File: config.mk
export PLATFORM = sky130hd
export DESIGN_NAME = guess_entry_ctrl
export DESIGN_NICKNAME = d
export VERILOG_FILES = /design/src/rtl/guess_entry_ctrl.sv
export SDC_FILE = /design/constraint.sdc
export NUM_CORES = 1
export LEC_CHECK = 0
export CORE_ASPECT_RATIO = 1.4
export CORE_MARGIN = 2
export CORE_UTILIZATION = 30
export DETAILED_ROUTE_END_ITERATION = 10
export PLACE_DENSITY = 0.54
export SYNTH_ARGS = -nofsm -noshare
export SYNTH_HDL_FRONTEND = slang
export SYNTH_SLANG_ARGS = --single-unit
File: constraint.sdc
create_clock -name clk -period 2.5 [get_ports clk]
set_input_delay 0.25 -clock clk [delete_from_list [all_inputs] [get_ports clk]]
set_output_delay 0.25 -clock clk [all_outputs]
set_load 0.01 [all_outputs]
File: src/rtl/guess_entry_ctrl.sv
// rtl/guess_entry_ctrl.sv - guess entry, submit handshake and history playback sequencer (optional NO_DUPLICATE_EN)
module guess_entry_ctrl #(
    parameter int NUM_COLORS  = 6,
    parameter int MAX_GUESSES = 8,
    parameter int HIST_DWELL  = 50,
    parameter int HIST_AW     = 4
) (
    input  logic               clk,
    input  logic               rst_n,
    input  logic               btn_left,
    input  logic               btn_right,
    input  logic               btn_color,
    input  logic               btn_submit,
    input  logic               btn_history,
    input  logic               guess_ack,
    input  logic               game_won,
    output logic               blink_enable,
    output logic [1:0]         blink_led,
    output logic [2:0]         guess_rgb0,
    output logic [2:0]         guess_rgb1,
    output logic [2:0]         guess_rgb2,
    output logic [2:0]         guess_rgb3,
    output logic               guess_valid,
    output logic [11:0]        guess_word,
    output logic [HIST_AW-1:0] hist_addr,
    output logic [4:0]         guess_count,
    output logic               reject,
    output logic               locked
);

    localparam int DW = (HIST_DWELL > 1) ? $clog2(HIST_DWELL) : 1;

    localparam logic [1:0] S_EDIT     = 2'd0;
    localparam logic [1:0] S_WAIT_ACK = 2'd1;
    localparam logic [1:0] S_HIST     = 2'd2;
    localparam logic [1:0] S_LOCKED   = 2'd3;

    localparam logic [2:0]    LAST_COLOR = 3'(NUM_COLORS);
    localparam logic [4:0]    MAX_CNT    = 5'(MAX_GUESSES);
    localparam logic [DW-1:0] DWELL_LAST = DW'(HIST_DWELL - 1);

    logic [1:0]    state;
    logic [2:0]    slot [4];
    logic [DW-1:0] dwell;

    logic               any_unset;
    logic               dup_found;
    logic               submit_ok;
    logic [4:0]         next_count;
    logic [HIST_AW-1:0] last_entry;

    assign guess_rgb0 = slot[0];
    assign guess_rgb1 = slot[1];
    assign guess_rgb2 = slot[2];
    assign guess_rgb3 = slot[3];

    assign any_unset = (slot[0] == 3'd0) || (slot[1] == 3'd0) ||
                       (slot[2] == 3'd0) || (slot[3] == 3'd0);

`ifdef NO_DUPLICATE_EN
    // Unset slots are already caught by any_unset, so plain equality suffices here.
    assign dup_found = (slot[0] == slot[1]) || (slot[0] == slot[2]) ||
                       (slot[0] == slot[3]) || (slot[1] == slot[2]) ||
                       (slot[1] == slot[3]) || (slot[2] == slot[3]);
`else
    assign dup_found = 1'b0;
`endif

    assign submit_ok  = !any_unset && !dup_found;
    assign next_count = (guess_count >= MAX_CNT) ? MAX_CNT : guess_count + 5'd1;
    assign last_entry = HIST_AW'(guess_count - 5'd1);

    always_ff @(posedge clk) begin
        if (!rst_n) begin
            state        <= S_EDIT;
            for (int i = 0; i < 4; i++) slot[i] <= 3'd0;
            blink_led    <= 2'd0;
            blink_enable <= 1'b1;
            guess_valid  <= 1'b0;
            guess_word   <= 12'd0;
            hist_addr    <= '0;
            guess_count  <= 5'd0;
            reject       <= 1'b0;
            locked       <= 1'b0;
            dwell        <= '0;
        end else begin
            reject <= 1'b0;
            case (state)
                S_EDIT: begin
                    if (btn_submit) begin
                        if (submit_ok) begin
                            guess_word  <= {slot[3], slot[2], slot[1], slot[0]};
                            guess_valid <= 1'b1;
                            state       <= S_WAIT_ACK;
                        end else begin
                            reject <= 1'b1;
                        end
                    end else if (btn_history) begin
                        if (guess_count == 5'd0) begin
                            reject <= 1'b1;
                        end else begin
                            hist_addr    <= '0;
                            dwell        <= '0;
                            blink_enable <= 1'b0;
                            state        <= S_HIST;
                        end
                    end else if (btn_color) begin
                        slot[blink_led] <= (slot[blink_led] == LAST_COLOR) ? 3'd1
                                                                           : slot[blink_led] + 3'd1;
                    end else if (btn_right) begin
                        blink_led <= blink_led + 2'd1;
                    end else if (btn_left) begin
                        blink_led <= blink_led - 2'd1;
                    end
                end

                S_WAIT_ACK: begin
                    if (guess_ack) begin
                        guess_valid <= 1'b0;
                        guess_count <= next_count;
                        for (int i = 0; i < 4; i++) slot[i] <= 3'd0;
                        blink_led   <= 2'd0;
                        if (game_won || (next_count == MAX_CNT)) begin
                            state        <= S_LOCKED;
                            locked       <= 1'b1;
                            blink_enable <= 1'b0;
                            hist_addr    <= HIST_AW'(next_count - 5'd1);
                        end else begin
                            state <= S_EDIT;
                        end
                    end
                end

                S_HIST: begin
                    if (btn_history) begin
                        state        <= S_EDIT;
                        blink_enable <= 1'b1;
                        hist_addr    <= '0;
                        dwell        <= '0;
                    end else if (dwell == DWELL_LAST) begin
                        dwell <= '0;
                        if (hist_addr == last_entry) begin
                            state        <= S_EDIT;
                            blink_enable <= 1'b1;
                            hist_addr    <= '0;
                        end else begin
                            hist_addr <= hist_addr + 1'b1;
                        end
                    end else begin
                        dwell <= dwell + 1'b1;
                    end
                end

                default: begin
                end
            endcase
        end
    end

endmodule

## Word level (Yosys, flattened, before mapping)

Memories as Yosys holds them, arrays and structs flattened. A register that Yosys moved wholly into a read port is not among the register bits.
Index checks and enable logic that the tools add are counted.

- Flip-flop bits (word level): 35
- Bits of input ports: 9
- Memories kept: 1
- Memory bits (writable): 12
- Output and inout port bits: 39

Memory list:

| memory | depth | bits a word | rd ports | clocked after memory_dff | write ports | line | source |
|---|---|---|---|---|---|---|---|
| slot | 4 | 3 | 5 | 1 | 4 | 43 | `logic [2:0] slot [4];` |

- Magnitude comparators: 1
- Multiplexer cells: 71
- Add/sub/neg operators: 8
- Bitwise operators: 5
- Reduce and logical (&&, ||, !) cells: 24
- Eq/ne operators: 21

Operators with widths:

| cell | count |
|---|---|
| $mux 2 | 18 |
| $mux 4 | 8 |
| $mux 6 | 5 |
| $mux 1 | 27 |
| $mux 3 | 6 |
| $ne 2x2->1 const B | 9 |
| $ne 3x3->1 const B | 6 |
| $reduce_and 7->1 | 2 |
| $logic_not 3->1 | 4 |
| $pmux 4 s3 | 1 |
| $pmux 6 s2 | 1 |
| $reduce_and 4->1 | 2 |
| $reduce_and 8->1 | 1 |
| $sub 4x1->4 const B | 2 |
| $add 6x1->6 const B | 1 |
| $eq 6x6->1 const B | 1 |
| $pmux 2 s3 | 1 |
| $reduce_and 3->1 | 2 |
| $reduce_and 6->1 | 1 |
| $add 5x1->5 const B | 1 |
| $eq 5x4->1 const B | 1 |
| $ge 5x4->1 const B | 1 |
| $logic_not 5->1 | 1 |
| $mux 5 | 1 |
| 19 further kinds | 27 |

## Depth between registers and ports, before layout

- Word-level depth: 9
- Gate-level depth with buffers: 10
- Depth with buffers taken out: 9

## Worst setup path before layout

No wires, ideal clock.

- Kind: register -> register
- Start point: register guess_count[0]
- End point: register blink_enable
- Path buffers: 1
- Path slack: 423 ps
- Data arrival time: 1,935 ps
- Cell stages (with the launch flop): 11
- Period minus slack after synthesis: 2,077 ps
- Library setup time: 143 ps
- Cell sequence: dfxtp_1 > buf_6 > inv_1 > ha_1 > nand2_1 > ha_1 > o21ai_0 > a21oi_1 > o2111ai_2 > o21ai_0 > o311ai_1

- Longest elaborated chain between the ends: 6
- Elaborated cells between the ends (all ways): 12
- Classes of those cells: 2 x add/sub; 1 x order compare; 5 x eq/ne; 1 x mux; 3 x reduce/logical

RTL lines:

| what | line | source |
|---|---|---|
| from (decl) | 26 | `output logic [4:0] guess_count,` |
| from (signal assigned) | 120 | `guess_count <= next_count;` |
| $add 5x1->5 / $ge 5x4->1 (equally long branches) | 70 | `assign next_count = (guess_count >= MAX_CNT) ? MAX_CNT : guess_count + 5'd1;` |
| $mux 5 | 70 |  |
| $eq 5x4->1 | 123 | `if (game_won \|\| (next_count == MAX_CNT)) begin` |
| $logic_or 1x1->1 | 123 |  |
| $ne 2x2->1 (no source line) | n/a |  |
| $reduce_and 8->1 (no source line) * | n/a |  |
| to (signal assigned) | 126 | `blink_enable <= 1'b0;` |
| to (signal assigned) | 137 | `blink_enable <= 1'b1;` |
| to (signal assigned) | 144 | `blink_enable <= 1'b1;` |
| to (decl) | 17 | `output logic blink_enable,` |

Every way passes the cells marked *; elsewhere a longest branch is shown, timed or not.
A chain may end at the register's enable or synchronous reset.

## Final worst setup path

- Start point: register state[0]
- End point: register blink_led[1]

- Longest elaborated chain between the ends: 3
- Elaborated cells between the ends (all ways): 10
- Classes of those cells: 6 x eq/ne; 1 x mux; 3 x reduce/logical

RTL lines:

| what | line | source |
|---|---|---|
| from (decl) | 42 | `logic [1:0] state;` |
| from (signal assigned) | 75 | `state <= S_EDIT;` |
| from (signal assigned) | 94 | `state <= S_WAIT_ACK;` |
| from (signal assigned) | 105 | `state <= S_HIST;` |
| $eq 2x1->1 / $logic_not 2->1 (equally long branches) | 88 | `case (state)` |
| $ne 2x2->1 (no source line), or another cell as far along | n/a |  |
| $reduce_and 6->1 (no source line) | n/a |  |
| to (signal assigned) | 111 | `blink_led <= blink_led + 2'd1;` |
| to (signal assigned) | 113 | `blink_led <= blink_led - 2'd1;` |
| to (decl) | 18 | `output logic [1:0] blink_led,` |

Several ways; a longest one is shown, not always the timed one.

==> run metrics <==
unrepaired setup endpoints after global routing=false; TritonCTS Sinks=49; post-route cell area=3362 um^2; crit path max fanout=8; Initial DRC Count=112; worst reg-to-reg setup slack=0.27 ns; clock latency on the worst-skew pair=0.29 ns; area grow syn2layout=28.07%; Crit. Startpoint=state[0]$_SDFFE_PN0P_; post-synth cell types=52; post-synthesis sequential area ratio=41.94%; vias in the first global route=2041; most frequent cells in the layout=nor2_1, clkdlybuf4s50_1, dfxtp_1; largest net degree at the start of global routing=22; antenna violations before repair=0; grt ovf=0; first-pass GRT wire length=10.49 mm; number of synthesized flops with an enable pin=12; die area=9525 um^2; Clock Tree Buf Depth=2; worst setup path endpoint=blink_led[1]$_SDFFE_PN0P_; vias per cell=4.908; Initial Utilization=30.67%; CORE AREA=8558 um^2; Avg Cell Area, Syn=9.443 um^2; Die Y=114.7 um; post-CTS resize count=0; Max IR drop VDD=0.5246 mV; IO Pins=48; Syn Nets=298; Syn Inst Count=278; area share of the leading cell type in the synthesized netlist=28.22%; ys async rst share=0%; CP Capture Type=flip-flop; R2R depth=8; wire length per cell=14.48 um; max_cap viols=0; Synth Register Bits=49; slew of the pin with the lowest slew margin=0.5254 ns; placed standard-cell area=3218 um^2; DP HPWL=4.851 mm; Critical Path Start Type=flip-flop; hold crit path type=reg2reg; Post-Route WL=6.312 mm; mapped cell area=2625 um^2; relative slew slack=64.93%; Clk pin slew, worst setup/hold paths=0.07 ns; Arr. time, crit path=2.44 ns; Crit Path Class=reg2reg; Setup Buffers After CTS=0; clk_skew=0.004881 ns; layout cell share with drive strength beyond 1=9.668%; Die Width=83.06 um; DRT Pass-1 Iters=4; Routed Antenna Nets=0; NumNets Final=350; Inserted Diodes=0; PwrDens=802.9 nW/um^2; detailed-route DRC error count=0; FP Rows=40; H-tree Lvls=2; synth top area cells=dfxtp_1, edfxtp_1, nor2_1; most common cell after layout, fill and taps aside=nor2_1; fraction of the cycle the final worst path needs=89.11%; vias=2140; Critical Path RT=2.71 ns; Max Slew Vio Count=0; Final Setup Violations=0; Routability Congestion=0.7827; Synth area leader=dfxtp_1; Hold-fix buffers, CTS=0; number of port buffers=47; Tot GR Track Use=13.66%; Setup TNS=0 ns; reg2reg end=blink_led[1]$_SDFFE_PN0P_; Final Hold Fails=0; root buffer cell=clkbuf_16; cts bufs inserted=5; r2r startpoint=state[0]$_SDFFE_PN0P_; Ys Warns=0; Main synth FF type=dfxtp_1; leakage power=0.001344 uW; status=completed; CTS tree=yes; Max Clk Rate=448.9 MHz; Final min period=2.228 ns
-- layout make-up --
type                            count  area (um^2)
Fill cell                         863         5196
Multi-Input combinational cell    206         1399
Sequential cell                    49         1101
Timing Repair Buffer               57        545.5
Tap cell                          105        131.4
Clock buffer                        6        128.9
Inverter                           11        41.29
Clock inverter                      2        15.01
-- synth_stat cells (2+ instances only) --
| master | number |
|---|---|
| nor2_1 | 48 |
| dfxtp_1 | 37 |
| nand2_1 | 25 |
| mux2i_1 | 15 |
| edfxtp_1 | 12 |
| ha_1 | 11 |
| inv_1 | 11 |
| a21oi_1 | 10 |
| xnor2_1 | 9 |
| nor3_1 | 8 |
| o21ai_0 | 8 |
| xor2_1 | 8 |
| nand4_1 | 7 |
| a31oi_1 | 6 |
| clkbuf_1 | 6 |
| buf_6 | 5 |
| nand3_1 | 5 |
| and3_1 | 3 |
| mux4_2 | 3 |
| a311oi_1 | 2 |
| nand2b_1 | 2 |
| nand3b_1 | 2 |
| nand4b_1 | 2 |
| nor2b_1 | 2 |
| nor4_1 | 2 |
| o31ai_1 | 2 |
| or2_2 | 2 |
-- routing by layer --
| metal | vias up | routed length (um) | share of wire, % | track usage [%] |
|---|---|---|---|---|
| li1 | 1084 | - | - | - |
| met1 | 1006 | 2600 | 41 | 15.58 |
| met2 | 43 | 3437 | 54 | 26.02 |
| met4 | 0 | 83 | 1.3 | 4.262 |
| met5 | - | 0 | 0 | 0 |
| met3 | 7 | 191 | 3.0 | 2.019 |
-- worst min-delay path by stage --
| stage | from | end | slack [ns] | cells after the start |
|---|---|---|---|---|
| 5_1_grt | locked$_SDFFE_PN0P_ | locked$_SDFFE_PN0P_ | 0.51 | 1 |
| 6_report | locked$_SDFFE_PN0P_ | locked$_SDFFE_PN0P_ | 0.47 | 1 |
| 3_3_place_gp | locked$_SDFFE_PN0P_ | locked$_SDFFE_PN0P_ | 0.45 | 1 |
| 3_5_place_dp | locked$_SDFFE_PN0P_ | locked$_SDFFE_PN0P_ | 0.46 | 1 |
| 4_1_cts | locked$_SDFFE_PN0P_ | locked$_SDFFE_PN0P_ | 0.48 | 1 |
| 2_1_floorplan | rst_n | reject$_SDFF_PN0_ | 0.38 | 2 |
-- cell families (layout without fill, tap and decap cells) --
kind of cell	after synthesis	in the layout	share of synthesized area, %
AND/OR/NAND/NOR	117	117	22.31
multiplexers	18	18	8.293
flip-flops	49	49	41.94
AO/OA/AOI/OAI	43	43	11.77
adder cells (fa/ha/maj)	11	11	5.243
buffers and inverters	23	76	4.766
XOR/XNOR	17	17	5.672
-- worst max-delay path: stages, from the launching register on --
cell      delay [ns]
dfxtp_1         0.34
inv_1           0.09
ha_1            0.36
buf_4           0.20
inv_1           0.05
nor4_1          0.25
o211ai_1        0.17
or4b_1          0.49
a21oi_1         0.19
-- registers in the layout (all words and copies together) (netlist names), named ones only --
register and flops:
guess_word 12, slot 12, dwell 6, guess_count 5, hist_addr 4, blink_led 2, state 2, blink_enable 1
guess_valid 1, locked 1, reject 1
-- report_power, final --
group	leakage, uW	internal (uW)	total [uW]	switching (uW)
Clock	0.0000631	372	675	303
Sequential	0.000425	911	1000	92.1
Combinational	0.000856	470	1020	552
Total	0.00134	1750	2700	947
-- metrics by stage --
step	power [uW]	setup slack [ns]	utilization [%]	std cells	hold slack, ns
2_1_floorplan	1724	0.4226	-	278	0.3790
3_3_place_gp	2038	0.3037	37.60	428	0.4547
4_1_cts	2737	0.2465	39.28	436	0.4753
6_report	2699	0.2723	39.28	436	0.4696
3_5_place_dp	2053	0.2619	37.60	428	0.4572
5_1_grt	2897	0.01337	39.28	436	0.5122
Power figures use the tool's default switching activity.
